`src/rtl/line_scan_winner.sv`:
```
// Sequential N x N noughts-and-crosses winner detector: snapshots the board on
// start, then tests one line per clock (rows, columns, main and anti diagonal).
module line_scan_winner #(
  parameter int N = 3,
  localparam int NL = 2*N+2,
  localparam int LW = $clog2(NL)
) (
  input  logic              clk,
  input  logic              rst_n,
  input  logic              start,
  input  logic [2*N*N-1:0]  board,
  output logic              busy,
  output logic              done,
  output logic              winner,
  output logic [1:0]        who,
  output logic [LW-1:0]     win_line,
  output logic              draw,
  output logic              err
);

  typedef enum logic {IDLE, SCAN} state_t;

  localparam logic [LW-1:0] LAST = LW'(NL-1);

  state_t            state, state_nxt;
  logic [2*N*N-1:0]  snap;
  logic [LW-1:0]     k;
  logic [1:0]        cells [N];
  logic              line_win;
  logic              last_line;
  logic              any_empty;
  logic              any_invalid;

  // Map line index k onto the N cell positions it covers.
  always_comb begin : line_select
    int kk;
    int idx;
    kk  = int'(k);
    idx = 0;
    for (int i = 0; i < N; i++) begin
      if (kk < N)
        idx = kk*N + i;
      else if (kk < 2*N)
        idx = i*N + (kk - N);
      else if (kk == 2*N)
        idx = i*N + i;
      else
        idx = i*N + (N - 1 - i);
      cells[i] = snap[2*idx +: 2];
    end
  end

  always_comb begin
    line_win = (cells[0] == 2'b01) || (cells[0] == 2'b10);
    for (int i = 1; i < N; i++) begin
      if (cells[i] != cells[0])
        line_win = 1'b0;
    end
  end

  always_comb begin
    any_empty   = 1'b0;
    any_invalid = 1'b0;
    for (int i = 0; i < N*N; i++) begin
      if (snap[2*i +: 2] == 2'b00)
        any_empty = 1'b1;
      if (snap[2*i +: 2] == 2'b11)
        any_invalid = 1'b1;
    end
  end

  assign last_line = (k == LAST);

  always_ff @(posedge clk or negedge rst_n) begin
    if (!rst_n)
      state <= IDLE;
    else
      state <= state_nxt;
  end

  always_comb begin
    state_nxt = state;
    case (state)
      IDLE: if (start) state_nxt = SCAN;
      SCAN: if (line_win || last_line) state_nxt = IDLE;
      default: state_nxt = IDLE;
    endcase
  end

  always_comb begin
    busy = (state == SCAN);
  end

  // Results are cleared on an accepted start and otherwise held until the next one.
  always_ff @(posedge clk or negedge rst_n) begin
    if (!rst_n) begin
      snap     <= '0;
      k        <= '0;
      done     <= 1'b0;
      winner   <= 1'b0;
      who      <= 2'b00;
      win_line <= '0;
      draw     <= 1'b0;
      err      <= 1'b0;
    end else begin
      done <= 1'b0;
      case (state)
        IDLE: begin
          if (start) begin
            snap     <= board;
            k        <= '0;
            winner   <= 1'b0;
            who      <= 2'b00;
            win_line <= '0;
            draw     <= 1'b0;
            err      <= 1'b0;
          end
        end
        SCAN: begin
          if (line_win) begin
            winner   <= 1'b1;
            who      <= cells[0];
            win_line <= k;
            draw     <= 1'b0;
            err      <= any_invalid;
            done     <= 1'b1;
          end else if (last_line) begin
            draw <= !any_empty && !any_invalid;
            err  <= any_invalid;
            done <= 1'b1;
          end else begin
            k <= k + 1'b1;
          end
        end
        default: ;
      endcase
    end
  end

endmodule
```
`config.mk`:
```
export PLATFORM = sky130hd
export DESIGN_NAME = line_scan_winner
export DESIGN_NICKNAME = d
export VERILOG_FILES = /design/src/rtl/line_scan_winner.sv
export SDC_FILE = /design/constraint.sdc
export NUM_CORES = 1
export LEC_CHECK = 0
export ABC_AREA = 0
export BUFFER_PORTS_ARGS = -buffer_cell sky130_fd_sc_hd__clkbuf_2
export CORE_MARGIN = 3
export CORE_UTILIZATION = 42
export CTS_BUF_LIST = sky130_fd_sc_hd__clkbuf_8
export CTS_CLUSTER_SIZE = 14
export DETAILED_ROUTE_END_ITERATION = 12
export PLACE_DENSITY_LB_ADDON = 0.12
export SKIP_LAST_GASP = 1
export SLEW_MARGIN = 20
export SYNTH_ARGS = -nofsm -noshare
export SYNTH_HDL_FRONTEND = slang
export SYNTH_SLANG_ARGS = --single-unit
```
`constraint.sdc`:
```
create_clock -name clk -period 4.7 [get_ports clk]
set_clock_uncertainty 0.1 [all_clocks]
set_input_delay 0.47 -clock clk [delete_from_list [all_inputs] [get_ports clk]]
set_output_delay 0.47 -clock clk [all_outputs]
set_load 0.005 [all_outputs]
```
==> metrics.md, run 1 <==
| Metric | Value |
|---|---|
| Detailed Route WL | `~7000 um` |
| First-pass GRT wire length | `11,700 um` |
| GRT busiest layer | `met1` |
| Clock transition at the registers of the reported paths | `around 0.07 ns` |
| Clk sinks | `31` |
| CTS Hold Bufs | `0` |
| IO Count | `31` |
| Synthesis-stage register bit count | `31` |
| CTS Root Cell | `clkbuf_8` |
| Final Max Tran Viols | `0` |
| Worst Max-Slew Pin Slew | `0.772 ns` |
| Pin count of the biggest net entering global routing | `32` |
| Syn avg cell area | `slightly below 10 um^2` |
| First-pass detailed-route iteration total | `4` |
| DIE AREA | `~7700 um^2` |
| Setup violators final | `0` |
| Final nets | `352` |
| CP Launch Type | `flip-flop` |
| Syn. warnings | `0` |
| GRT Total Usage | `between 10% and 20%` |
| Post-CTS Resized | `0` |
| GR Overflow Total | `0` |
| H-tree levels | `2` |
| Fraction of registers with async set/reset | `100%` |
| Layout cells sized above 1 | `29.1%` |
| DP HPWL | `5170 um` |
| F_max | `0.230 GHz` |
| Status | `finished, final reports clean` |
| Clock Latency Late Sink | `0.28 ns` |
| WP data required | `approximately 4.8 ns` |
| GP Congestion | `just under 0.9` |
| Vias in the first global route | `roughly 2.2k` |
| Post-route setup TNS | `0 ns` |
| CP endpoint kind | `flip-flop` |
| Area growth from synthesis to layout | `10.0%` |
| Ant. Diodes | `0` |
| DR iter-0 viols | `251` |
| Mapped cell area | `about 2800 um^2` |
| Worst Hold Class | `in -> async` |
| Initial Util | `a little over two fifths` |
| RSZ-0062 raised after global routing | `false` |
| Register area share after synthesis | `27.7%` |
| Post-Syn Instances | `290` |
| CTS tree | `built` |
| Die Height | `87.7 um` |
| Kind of critical path | `reg -> reg` |
| PortBufs | `30` |
| DR vias | `2,425` |
| Wire per inst | `17.4 um` |
| Post-DR vias/cell | `about 6` |
| Antenna violations before repair | `0` |
| DRC | `0` |
| Synth Flop Type | `dfrtp_1` |
| DIE WIDTH | `approximately 90 um` |
| Minimum clock period | `4.35 ns` |
| Max clock buf depth | `2` |
| WP data arrival | `4.42 ns` |
| GR met3 Demand/Resource | `approximately 2.7%` |
| Max-cap violation count | `0` |
| Standard-cell rows | `29` |
| GR Util met1 | `between 20% and 30%` |
| Post-synth EDFFs | `0` |
| Syn nets | `between 300 and 400` |
| CTS buffer count | `5` |
| Critical path fanouts, max | `13` |
| Met2 Use GR | `approximately 28%` |
| Synth cell types | `72` |
| Fin crit share | `between 90 and 100%` |
| Final Hold Viols | `0` |
| CORE AREA | `6420 um^2` |
| Slew HR | `48.6%` |
| Post-CTS Setup Inserts | `0` |
| DRT antenna net count | `0` |
==> flip-flops by register name, indices dropped and copies added (netlist names) <==
signal and count:
snap 18, k 3, win_line 3, who 2
busy 1, done 1, draw 1, err 1
winner 1
==> cell families (layout without fill, tap and decap cells) <==
group | after synthesis | count (layout) | synth area share (%)
compound gates | 81 | 81 | 21.5
buf+inv | 29 | 59 | 6.16
simple gates | 89 | 89 | 17.4
flops | 31 | 31 | 27.7
xor+xnor | 6 | 6 | 1.87
fa+ha+maj | 12 | 12 | 5.62
mux | 42 | 42 | 19.8
==> cells in the mapped netlist, drive strengths merged, types with 6 or more instances <==
cell | n | area, um^2
o21ai | 17 | 88.8
nor3 | 8 | 40.0
mux2 | 21 | 244
mux2i | 13 | 130
o211ai | 11 | 82.6
ha | 11 | 138
a21oi | 9 | 48.8
inv | 12 | 50.1
dfrtp | 31 | 776
nor2b | 6 | 37.5
nand3 | 11 | 55.1
buf | 12 | 83.8
mux4 | 8 | 180
nand2 | 25 | 93.8
nor2 | 11 | 51.3
o22ai | 7 | 43.8
==> path summary, 6_finish.rpt <==
| kind | endpoint | cells after the start | startpoint | slack (ns) |
|---|---|---|---|---|
| max | k[1] | 15 | k[1] | 0.35 |
| min | who[1] | 1 | rst_n | 0.15 |
| max reg2reg | k[1] | 15 | k[1] | 0.35 |
| min reg2reg | draw | 2 | draw | 0.42 |
| max in group asynchronous | snap[0] | 1 | rst_n | 3.85 |
| min in group clk | snap[0] | 3 | board[0] | 0.29 |
==> routing by layer <==
metal | vias up | part of all wire, %
li1 | 1160 | -
met1 | 1181 | 47
met2 | 78 | 45
met3 | 6 | 7.1
met4 | 0 | 0.68
met5 | - | 0
==> final cells by class <==
| type | count | area (um^2) |
|---|---|---|
| Fill cell | 625 | 3340 |
| Timing Repair Buffer | 39 | 218 |
| Clock inverter | 3 | 16.3 |
| Tap cell | 77 | 96.3 |
| Multi-Input combinational cell | 230 | 1860 |
| Clock buffer | 5 | 68.8 |
| Sequential cell | 31 | 776 |
| Inverter | 12 | 50.0 |
==> cell usage in the layout (no fill, tap or decap), drive strengths merged, types with 9 or more instances in the layout <==
| cell | count |
|---|---|
| clkbuf | 35 |
| dfrtp | 31 |
| nand2 | 25 |
| mux2 | 21 |
| o21ai | 17 |
| mux2i | 13 |
| inv | 13 |
| nand3 | 11 |
| o211ai | 11 |
| ha | 11 |
| nor2 | 11 |
| buf | 9 |
| a21oi | 9 |
==> critical path, stage by stage (launching register included) <==
cell       delay, ns
dfrtp_1         0.53
ha_1            0.34
inv_1           0.07
ha_1            0.29
inv_1           0.06
ha_1            0.27
nor2b_1         0.15
o31ai_2         0.34
mux4_2          0.38
mux2i_1         0.27
xnor2_1         0.16
a2bb2oi_1       0.30
a221oi_4        0.11
buf_4           0.19
or2_2           0.33
a311o_1         0.35
==> per-stage QoR <==
step / util, % / cell area (um^2) / hold WS (ns) / worst slack, ns / instances
after floorplan: - / 2800 / 0.0744 / 0.430 / 290
after global placement: 46.6 / 3000 / 0.407 / 0.250 / 389
after detailed placement: 46.6 / 3000 / 0.405 / 0.200 / 389
after CTS: 48.0 / 3080 / 0.195 / 0.178 / 397
after global routing: 48.0 / 3090 / 0.207 / 0.0514 / 397
final: 48.0 / 3090 / 0.153 / 0.348 / 397
Power of run 1 is left out: the tool's default activity adds up to more than one toggle a clock period on the data nets, which glitch-free logic cannot reach.
==> run 2, diff against run 1 <==
PLACE_DENSITY_LB_ADDON = unset   (was 0.12)
==> run 2 against run 1 <==
Sequential share of layout area decreased by 0.15 points. Die area unchanged. Non-clock buffer count increased by 1. Cell count increased by 0.25%. Clock-buffer cell count unchanged. Core utilization increased by 0.29 points. Hold slack improved by 0.0012 ns. Maximum frequency decreased by 1.3%. Via count decreased by 0.25%. Register-to-register slack got worse by 0.06 ns. Global-route usage decreased by 0.41 points. First-iteration DRC count decreased by 38%. Critical path type unchanged.
==> metrics.md, run 2 (synthesis gave the netlist of run 1 again) <==
| Metric | Value |
|---|---|
| Worst Max-Slew Pin Slew | `~0.78 ns` |
| DRC | `0` |
| DR iter-0 viols | `155` |
| Max reg flops | `18` |
| GRT Total Usage | `18.9%` |
| RSZ-0062 raised after global routing | `false` |
| CP Cell Sequence | `ha_1 > inv_1 > ha_1 > nor3_1 > a21oi_2 > mux2_4 > mux4_2 > a21bo_2 > nor4b_1 > a2bb2oi_1 > a221oi_4 > buf_4 > nor4b_1 > a311o_1` |
| Worst path buffer plus inverter count | `2` |
| Standard-cell rows | `29` |
| GP Congestion | `approximately 0.95` |
| Setup violators final | `0` |
| PortBufs | `30` |
| Vias in the first global route | `about 2.3k` |
| Clock transition at the registers of the reported paths | `~0.07 ns` |
| Critical path fanouts, max | `13` |
| Max-cap violation count | `0` |
| DIE AREA | `7690 um^2` |
| Post-CTS Setup Inserts | `0` |
| Storage cell area | `approximately 780 um^2` |
| Pin count of the biggest net entering global routing | `32` |
| RR Startpoint | `k[0]` |
| First-pass GRT wire length | `roughly 12,000 um` |
| DP HPWL | `about 5100 um` |
| Area growth from synthesis to layout | `10.7%` |
| Crit. path cell count | `14` |
| CP max-delay cell | `dfrtp_1` |
| F_max | `approximately 0.23 GHz` |
| R2R depth | `14` |
| CP max stage delay | `between 0.4 and 0.5 ns` |
| Final nets | `roughly 350` |
| Area of the multi-input gates | `between 1500 and 2000 um^2` |
| Post-route setup TNS | `0 ns` |
| Metal2 WL | `roughly 3100 um` |
| Critical R2R Capture | `k[1]` |
| CP endpoint kind | `flip-flop` |
| Biggest regs | `snap x18, k x3, win_line x3` |
| CTS Root Cell | `clkbuf_8` |
| Max clock buf depth | `2` |
| Top Metal Used | `met4` |
| DR vias | `~2.4k` |
| Setup slack, reg-to-reg | `about 0.29 ns` |
| Slew HR | `between 40% and 50%` |
| Layout cells sized above 1 | `about 30%` |
| Most common cell after layout, fill and taps aside | `dfrtp_1` |
| Clock Latency Late Sink | `~0.28 ns` |
| Worst Hold Class | `in -> async` |
| Wire per inst | `17.0 um` |
| Detailed Route WL | `around 6800 um` |
| WP data arrival | `4.48 ns` |
| Met3 WL | `roughly 240 um` |
| Status | `finished, final reports clean` |
| Largest register by flop count | `snap` |
| WP data required | `4.77 ns` |
| CP Launch Type | `flip-flop` |
| Die Height | `87.7 um` |
| Final Max Tran Viols | `0` |
| CTS buffer count | `5` |
| Initial Util | `a little over two fifths` |
| Minimum clock period | `4.41 ns` |
| DIE WIDTH | `between 80 and 90 um` |
| First-pass detailed-route iteration total | `4` |
| WL met1 | `between 3000 and 4000 um` |
| IO Count | `31` |
| Kind of critical path | `reg -> reg` |
| Clk sinks | `31` |
| Fillers | `approximately 600` |
| DRT antenna net count | `0` |
| Final Hold Viols | `0` |
| H-tree levels | `2` |
| Antenna violations before repair | `0` |
| CORE AREA | `~6400 um^2` |
| GR Overflow Total | `0` |
| CTS tree | `built` |
| Fin crit share | `between 90% and 100%` |
| Post-DR vias/cell | `6.08` |
| Ant. Diodes | `0` |
| Largest delay contributor family on the critical path | `compound AO/OA/AOI/OAI gates` |
| Most frequent cells in the layout | `31 x dfrtp_1, 30 x clkbuf_2, 25 x nand2_1` |
==> run 2: cell type report <==
class	count	share of cell area, %
clock buffer	5	2.22
clock inverter	3	0.645
inverter	12	1.61
multi-input combinational	230	60.2
sequential	31	25.0
tap	77	3.10
timing repair buffer	40	7.26
==> run 2: routing by layer <==
layer / GRT usage [%] / up-vias
li1: - / 1167
met4: 4.60 / 0
met5: 0 / -
met3: 2.54 / 5
met2: 29.5 / 59
met1: 27.6 / 1188
==> run 2: metrics by stage <==
stage	hold slack, ns	area, um^2	utilization [%]	std cells	setup WS (ns)
finish	0.154	3100	48.3	398	0.291
global route	0.200	3100	48.3	398	0.00681
CTS	0.172	3090	48.1	398	0.269
detailed placement	0.396	3000	46.8	390	0.282
global placement	0.409	3000	46.8	390	0.330
floorplan	0.0744	2800	-	290	0.430
==> run 2: worst max-delay path by stage <==
stage | slack (ns) | startpoint | end
finish | 0.29 | k[0] | k[1]
global route | 0.007 | k[0] | k[1]
CTS | 0.27 | k[0] | k[1]
detailed placement | 0.28 | k[0] | k[1]
global placement | 0.33 | k[0] | k[1]
floorplan | 0.43 | k[0] | who[0]
==> run 2: what timing repair did <==
action / 4_1_cts / 5_1_grt
hold buffers: 0 / 0
setup endpoints to repair: 0 / 9
resized for setup: 0 / 2
Power of run 2 is left out for the same reason.
==> run 3, diff against run 2 <==
RECOVER_POWER = 25   (was unset)
==> run 3 against run 2 <==
The run now ends with capacitance limit, slew limit left. Cell count did not move. Non-clock buffer count did not move. Largest cell class unchanged. Global-route usage did not move. Clock-buffer cell count did not move. Design area barely moved. Die area did not move. Wire length fell by 0.29%. First-iteration DRC count fell by 8.4%. Register-to-register slack barely moved.
==> metrics.md, run 3 (synthesis gave the netlist of run 1 again) <==
| Metric | Value |
|---|---|
| Max-cap violation count | `1` |
| Worst Hold Class | `in -> reg` |
| CP endpoint kind | `flip-flop` |
| RSZ-0062 raised after global routing | `false` |
| Detailed Route WL | `6760 um` |
| PortBufs | `30` |
| Layout cells sized above 1 | `29.3%` |
| H-tree levels | `2` |
| Wire per inst | `17.0 um` |
| GRT Total Usage | `18.9%` |
| Minimum clock period | `4.42 ns` |
| Initial Util | `between 40% and 50%` |
| Final nets | `about 350` |
| R2R depth | `14` |
| IO Count | `31` |
| CTS buffer count | `5` |
| DRC | `0` |
| Setup violators final | `0` |
| Kind of critical path | `reg -> reg` |
| Final Max Tran Viols | `32` |
| CTS tree | `built` |
| Ant. Diodes | `0` |
| Antenna violations before repair | `0` |
| DIE WIDTH | `a little under 90 um` |
| Most common cell after layout, fill and taps aside | `dfrtp_1` |
| Largest register by flop count | `snap` |
| DRT antenna net count | `0` |
| Hold Path Depth | `3` |
| F_max | `~0.23 GHz` |
| Fin crit share | `94.0%` |
| Standard-cell rows | `29` |
| Clock Latency Late Sink | `~0.28 ns` |
| Slew HR | `-8.39%` |
| CP Cell Sequence | `ha_1 > inv_1 > ha_1 > nor3_1 > a21oi_2 > mux2i_1 > mux4_2 > mux2i_1 > xnor2_1 > a2bb2oi_1 > a221oi_4 > buf_4 > or2_2 > a311o_1` |
| First-pass GRT wire length | `~12,000 um` |
| GP Congestion | `0.952` |
| CP max-delay cell | `mux4_2` |
| Most frequent cells in the layout | `31 x dfrtp_1, 29 x clkbuf_2, 25 x nand2_1` |
| CTS Hold Bufs | `0` |
| CP Launch Type | `flip-flop` |
| Failing checks | `capacitance limit, slew limit` |
| Area growth from synthesis to layout | `10.7%` |
| Clock transition at the registers of the reported paths | `roughly 0.080 ns` |
| Vias in the first global route | `around 2.3k` |
| Post-route setup TNS | `0 ns` |
| Worst Max-Slew Pin Slew | `around 1.6 ns` |
| Post-CTS Setup Inserts | `0` |
| CORE AREA | `~6400 um^2` |
| Pin count of the biggest net entering global routing | `32` |
| DR iter-0 viols | `roughly 140` |
| Max clock buf depth | `2` |
| GR Overflow Total | `0` |
| Status | `finished, violations left` |
| First-pass detailed-route iteration total | `4` |
| CP max stage delay | `slightly below 0.5 ns` |
| Final Hold Viols | `0` |
| Biggest regs | `snap x18, k x3, win_line x3` |
| WP data required | `roughly 4.8 ns` |
| CTS Root Cell | `clkbuf_8` |
| Clk sinks | `31` |
| Post-DR vias/cell | `about 6` |
| Post-CTS Resized | `0` |
| Critical path fanouts, max | `13` |
| DIE AREA | `between 7000 and 8000 um^2` |
| WP data arrival | `4.49 ns` |
| DR vias | `about 2.4k` |
| Die Height | `87.7 um` |
| Max reg flops | `18` |
| DP HPWL | `about 5100 um` |
==> run 3: cell count changes in the layout (fill, tap and decap cells not counted) <==
cell,change
clkbuf_1,+1
clkbuf_2,-1
==> run 3: final cells by class <==
| type | instances | area (um^2) |
|---|---|---|
| multi-input cells | 230 | 1870 |
| inverters | 12 | 50.0 |
| flip-flops and latches | 31 | 776 |
| repair buffers | 40 | 224 |
| clock inverters | 3 | 20.0 |
| fillers | 604 | 3320 |
| well taps | 77 | 96.3 |
| clock buffers | 5 | 68.8 |
==> run 3: routing by layer <==
layer / track usage [%] / share of wire, % / up-vias
met3: 2.54 / 4.7 / 4
met4: 4.60 / 0.92 / 0
met5: 0 / 0 / -
met2: 29.5 / 46 / 68
met1: 27.6 / 48 / 1175
li1: - / - / 1167
==> run 3: path summary, 6_finish.rpt <==
path / from / slack, ns / endpoint
hold reg to reg: draw / 0.41 / draw
setup / recovery: k[0] / 0.28 / k[1]
max in group asynchronous: rst_n / 3.06 / snap[9]
setup reg to reg: k[0] / 0.28 / k[1]
min in group asynchronous: rst_n / 0.49 / k[2]
hold / removal: board[0] / 0.29 / snap[0]
==> run 3: through the flow <==
| step | cells | setup slack (ns) | area [um^2] | hold WS, ns | util, % |
|---|---|---|---|---|---|
| finish | 398 | 0.282 | 3100 | 0.289 | 48.3 |
| global route | 398 | 0.00681 | 3100 | 0.301 | 48.3 |
| CTS | 398 | 0.269 | 3090 | 0.172 | 48.1 |
| detailed placement | 390 | 0.282 | 3000 | 0.396 | 46.8 |
| global placement | 390 | 0.330 | 3000 | 0.409 | 46.8 |
| floorplan | 290 | 0.430 | 2800 | 0.0744 | - |
==> run 3: worst max-delay path: cells and delay by family (launching register included) <==
kind	cells	cell delay [ns]
multiplexers	3	0.95
flip-flops	1	0.47
XOR/XNOR	1	0.16
adder cells (fa/ha/maj)	2	0.75
buffers and inverters	2	0.28
AND/OR/NAND/NOR	2	0.45
AO/OA/AOI/OAI	4	1.13
Power of run 3 is left out for the same reason.
